==> config.mk <==
export PLATFORM = sky130hd
export DESIGN_NAME = shared_counter_arbiter
export DESIGN_NICKNAME = d
export VERILOG_FILES = /design/src/rtl/shared_counter_arbiter.sv
export SDC_FILE = /design/constraint.sdc
export NUM_CORES = 1
export LEC_CHECK = 0
export BUFFER_PORTS_ARGS = -buffer_cell sky130_fd_sc_hd__buf_2
export CAP_MARGIN = 20
export CORE_MARGIN = 2
export CORE_UTILIZATION = 55
export CTS_CLUSTER_SIZE = 20
export DETAILED_ROUTE_END_ITERATION = 16
export PLACE_DENSITY = 0.85
export SLEW_MARGIN = 25
export SYNTH_ARGS = -nofsm -noshare
export SYNTH_HDL_FRONTEND = slang
export SYNTH_SLANG_ARGS = --single-unit
==> constraint.sdc <==
create_clock -name clk -period 5.12 [get_ports clk]
set_clock_uncertainty 0.15 [all_clocks]
set_input_delay 0.512 -clock clk [delete_from_list [all_inputs] [get_ports clk]]
set_output_delay 0.512 -clock clk [all_outputs]
set_load 0.01 [all_outputs]
==> src/rtl/shared_counter_arbiter.sv <==
// Round-robin arbiter that serialises INC/ADD/LOAD/CLEAR operations onto one shared counter.
// Define SHARED_CNT_SATURATE_EN to clamp overflowing INC/ADD at all-ones instead of wrapping.
module shared_counter_arbiter #(
  parameter  int NUM_REQ = 4,
  parameter  int WIDTH   = 8,
  localparam int IDW     = (NUM_REQ > 2) ? $clog2(NUM_REQ) : 1
) (
  input  logic                     clk,
  input  logic                     rst_n,
  input  logic [NUM_REQ-1:0]       req_valid,
  output logic [NUM_REQ-1:0]       req_ready,
  input  logic [2*NUM_REQ-1:0]     req_op,
  input  logic [WIDTH*NUM_REQ-1:0] req_data,
  output logic                     resp_valid,
  output logic [IDW-1:0]           resp_id,
  output logic [WIDTH-1:0]         resp_data,
  output logic                     resp_ovf,
  input  logic                     resp_ready,
  output logic [WIDTH-1:0]         cnt_value,
  output logic                     busy
);

  typedef enum logic [1:0] {S_IDLE, S_EXEC, S_RESP} state_t;

  localparam logic [1:0] OP_INC   = 2'b00;
  localparam logic [1:0] OP_ADD   = 2'b01;
  localparam logic [1:0] OP_LOAD  = 2'b10;
  localparam logic [WIDTH:0] ONE  = {{WIDTH{1'b0}}, 1'b1};

  state_t             state_q, state_d;
  logic [WIDTH-1:0]   cnt_q, cnt_d;
  logic [IDW-1:0]     last_q, id_q, resp_id_q;
  logic [1:0]         op_q;
  logic [WIDTH-1:0]   data_q, resp_data_q;
  logic               resp_ovf_q;

  logic [NUM_REQ-1:0] grant;
  logic [IDW-1:0]     grant_idx, cand;
  logic               found, accept;
  logic [1:0]         sel_op;
  logic [WIDTH-1:0]   sel_data;
  logic [WIDTH:0]     sum;
  logic               ovf;

  // Search starts one past the last winner so every requester gets a turn.
  always_comb begin
    grant     = '0;
    grant_idx = '0;
    cand      = '0;
    found     = 1'b0;
    for (int unsigned k = 1; k <= NUM_REQ; k++) begin
      cand = IDW'((32'(last_q) + k) % NUM_REQ);
      if (!found && req_valid[cand]) begin
        found       = 1'b1;
        grant[cand] = 1'b1;
        grant_idx   = cand;
      end
    end
  end

  always_comb begin
    sel_op   = '0;
    sel_data = '0;
    for (int unsigned i = 0; i < NUM_REQ; i++) begin
      if (grant[i]) begin
        sel_op   = req_op[2*i +: 2];
        sel_data = req_data[WIDTH*i +: WIDTH];
      end
    end
  end

  assign accept = found && (state_q == S_IDLE) && rst_n;

  always_comb begin
    sum   = '0;
    ovf   = 1'b0;
    cnt_d = '0;
    unique case (op_q)
      OP_INC, OP_ADD: begin
        sum   = {1'b0, cnt_q} + ((op_q == OP_INC) ? ONE : {1'b0, data_q});
        ovf   = sum[WIDTH];
`ifdef SHARED_CNT_SATURATE_EN
        cnt_d = ovf ? '1 : sum[WIDTH-1:0];
`else
        cnt_d = sum[WIDTH-1:0];
`endif
      end
      OP_LOAD: cnt_d = data_q;
      default: cnt_d = '0;
    endcase
  end

  always_ff @(posedge clk) begin
    if (!rst_n) state_q <= S_IDLE;
    else        state_q <= state_d;
  end

  always_comb begin
    state_d = state_q;
    unique case (state_q)
      S_IDLE:  if (accept) state_d = S_EXEC;
      S_EXEC:  state_d = S_RESP;
      S_RESP:  if (resp_ready) state_d = S_IDLE;
      default: state_d = S_IDLE;
    endcase
  end

  always_ff @(posedge clk) begin
    if (!rst_n) begin
      cnt_q       <= '0;
      last_q      <= IDW'(NUM_REQ - 1);
      op_q        <= '0;
      data_q      <= '0;
      id_q        <= '0;
      resp_id_q   <= '0;
      resp_data_q <= '0;
      resp_ovf_q  <= 1'b0;
    end else begin
      if (accept) begin
        op_q   <= sel_op;
        data_q <= sel_data;
        id_q   <= grant_idx;
        last_q <= grant_idx;
      end
      if (state_q == S_EXEC) begin
        cnt_q       <= cnt_d;
        resp_id_q   <= id_q;
        resp_data_q <= cnt_d;
        resp_ovf_q  <= ovf;
      end
    end
  end

  always_comb begin
    req_ready  = (state_q == S_IDLE && rst_n) ? grant : '0;
    resp_valid = (state_q == S_RESP) && rst_n;
    busy       = (state_q != S_IDLE);
    resp_id    = resp_id_q;
    resp_data  = resp_data_q;
    resp_ovf   = resp_ovf_q;
    cnt_value  = cnt_q;
  end

endmodule

==> flow_metrics.py <==
metrics = {
    "die": {
        "dieArea_um2": 4850,
        "coreArea_um2": 4090,
        "pin_count": 72,
        "start_util_pct": 58.0,
        "die_h_um": 69.7,
        "die_w_um": 69.7,
        "row_count": 23,
    },
    "global_route": {
        "grt.total_usage_pct": 24.3,
        "grt-ovfl-total": 0,
        "grt_start_max_net_pins": 29,
        "grt_pass1_wl_um": 9970,
        "grt_pass1_vias": 2224,
        "antenna_found_initial": 0,
    },
    "final_layout": {
        "regArea_um2": 541,
        "nNetsFinal": 420,
        "layout_commonest_cell": "buf_2",
        "layout-drive-gt1-share_pct": 25.9,
        "n_antenna_cell": 0,
        "fillers": 362,
        "final_cell_mix": "buf_2, o21ai_0, dfxtp_1, nand2_1, inv_1",
        "multi_input_area_um2": 1580,
        "area_delta_synth_final_pct": 13.3,
        "postLayoutCoreUtil_pct": 65.7,
    },
    "synth": {
        "syn-instance-count": 308,
        "ys_ff_latch": 27,
        "syn_nets": 372,
        "ys_seq_area_share_pct": 22.8,
        "ys_warn_count": 0,
        "synth_cell_type_count": 57,
        "netlist_area_um2": 2370,
        "syn_avg_cell_area_um2": 7.70,
        "async_flop_share_pct": 0,
        "synth_ff_type": "dfxtp_1",
        "synth-edff-count": 0,
    },
    "power_and_ir_drop": {
        "internal_power_uw": 609,
        "power_frac_comb_pct": 58.1,
        "p_leak_nw": 1.28,
        "p_sw_share_pct": 45.1,
        "clockPowerShare_pct": 11.1,
        "pwr-share-seq_pct": 30.8,
        "netSwitchingPower_uw": 500,
        "ir_worst_vdd_v": 0.000316,
        "p_total_mw": 1.11,
        "power.density_nw_per_um2": 413,
    },
    "sta": {
        "finalSetupViolations": 0,
        "fin_setup_tns_ns": 0,
        "fmax_mhz": 234,
        "hold_ws_ns": 0.322,
        "slew_headroom_pct": 37.8,
        "tightestPinTransition_ns": 0.931,
        "rsz0062_at_grt": "no",
        "maxSlewViolCount": 0,
        "period_share_pct": 83.4,
        "period_needed_ns": 4.27,
        "hold_viol": 0,
    },
    "setup_path": {
        "required_ns": 4.46,
        "end_kind": "primary output",
        "crit_fanout": 12,
        "reg2reg_depth": 8,
        "r2r_start": "last_q[1]",
        "start_kind": "register",
        "rrSetupSlack_ns": 1.35,
        "r2r_end": "data_q[4]",
        "worstPathArrival_ns": 3.61,
        "criticalPathCategory": "reg2out",
    },
    "job": {
        "cap_violations": 0,
    },
    "clock_network": {
        "cts_made_buffers": 3,
        "post-cts-setup-buffer-count": 0,
        "cts_tree": "built",
        "clockBufferDepth": 2,
        "clk_latency_ns": 0.27,
        "cts_sinks": 27,
        "cts.repair.resized": 0,
        "hold_buffers": 0,
        "clk_pin_slew_ns": 0.09,
        "root_buffer": "clkbuf_8",
        "htree_num_levels": 1,
    },
    "place": {
        "dp_hpwl_um": 4350,
        "place.port_buffers": 71,
        "gp_congestion": 0.969,
    },
    "routing": {
        "final_antenna_net_count": 0,
        "routedWlPerCell_um": 14.4,
        "vias": 2364,
        "drt_first_pass_iters": 4,
        "drt_iter0_markers": 192,
        "drcViolationCount": 0,
        "vias_per_cell": 5.84,
        "wirelength_um": 5840,
    },
    "status": {
        "status": "finished, final reports clean",
    },
    "hold_path": {
        "holdPathEnd": "resp_id[1]",
        "min_from": "resp_id[1]",
        "hold_class": "reg2reg",
        "hold_depth": 2,
    },
}
per-stage QoR:
stage | worst slack [ns] | instances | cell area, µm²
floorplan | 1.83 | 308 | 2370
CTS | 0.909 | 405 | 2690
finish | 0.850 | 405 | 2690
global placement | 1.32 | 401 | 2640
global route | 0.545 | 405 | 2690
detailed placement | 1.23 | 401 | 2640
cell usage after synthesis (8+ instances only):
cell | count | area, µm²
or2_2 | 10 | 62.6
dfxtp_1 | 27 | 541
ha_1 | 16 | 200
a31o_1 | 9 | 78.8
o21ai_0 | 33 | 165
nor2_1 | 15 | 56.3
buf_4 | 9 | 67.6
nor2b_1 | 12 | 75.1
inv_1 | 22 | 82.6
clkbuf_1 | 12 | 45.0
nand2_1 | 26 | 97.6
nand3_1 | 12 | 60.1
a21oi_1 | 9 | 45.0
o311ai_1 | 8 | 70.1
worst max-delay path by stage:
| stage | startpoint | cells past startpoint | end | slack (ns) |
|---|---|---|---|---|
| global placement | last_q[0] | 9 | req_ready[1] | 1.32 |
| floorplan | last_q[0] | 11 | req_ready[2] | 1.83 |
| CTS | last_q[0] | 9 | req_ready[1] | 0.91 |
| detailed placement | last_q[0] | 9 | req_ready[1] | 1.23 |
| finish | last_q[1] | 9 | req_ready[1] | 0.85 |
| global route | last_q[0] | 9 | req_ready[1] | 0.55 |
power by group through the flow:
stage / clock network (mW) / logic (mW) / registers, mW
5_1_grt: 0.136 / 0.720 / 0.349
3_5_place_dp: 0 / 0.636 / 0.343
3_3_place_gp: 0 / 0.616 / 0.337
2_1_floorplan: 0 / 0.523 / 0.320
6_report: 0.123 / 0.645 / 0.342
4_1_cts: 0.125 / 0.639 / 0.338
final cells by class:
type / instances / share of cell area (%)
multi-input combinational: 228 / 58.8
sequential: 27 / 20.1
timing repair buffer: 73 / 13.8
inverter: 23 / 3.21
tap: 50 / 2.33
clock buffer: 3 / 1.54
clock inverter: 1 / 0.186
cell families after synthesis:
kind of cell / synth area share, %
muxes: 3.17
and+or+nand+nor: 21.2
AOI/OAI and AO/OA: 31.6
adders and majority gates: 9.29
DFF: 22.8
buffers and inverters: 10.6
xor gates and xnor gates: 1.48
flip-flops by register name, summed over array words and instances (netlist names):
register and flops:
data_q 8, op_q 2, id_q 2, last_q 2, state_q 2, resp_ovf 1
resp_id 2, resp_data 8
worst max-delay path, cell delays in order (launching register included):
cell	delay [ns]
dfxtp_1	0.61
clkinv_1	0.38
ha_1	0.62
and3b_1	0.21
nor3_1	0.04
a211oi_1	0.45
a21o_1	0.35
or2_1	0.36
nor2b_1	0.17
buf_2	0.14
metal layers:
metal | global-route usage (%) | share of wire, % | up-vias
li1 | - | - | 1198
met1 | 33.5 | 47 | 1065
met2 | 40.7 | 45 | 90
met3 | 3.05 | 6.3 | 11
met4 | 5.56 | 1.5 | 0
met5 | 0 | 0 | -
Note: power is estimated with default switching activity, not from simulation.
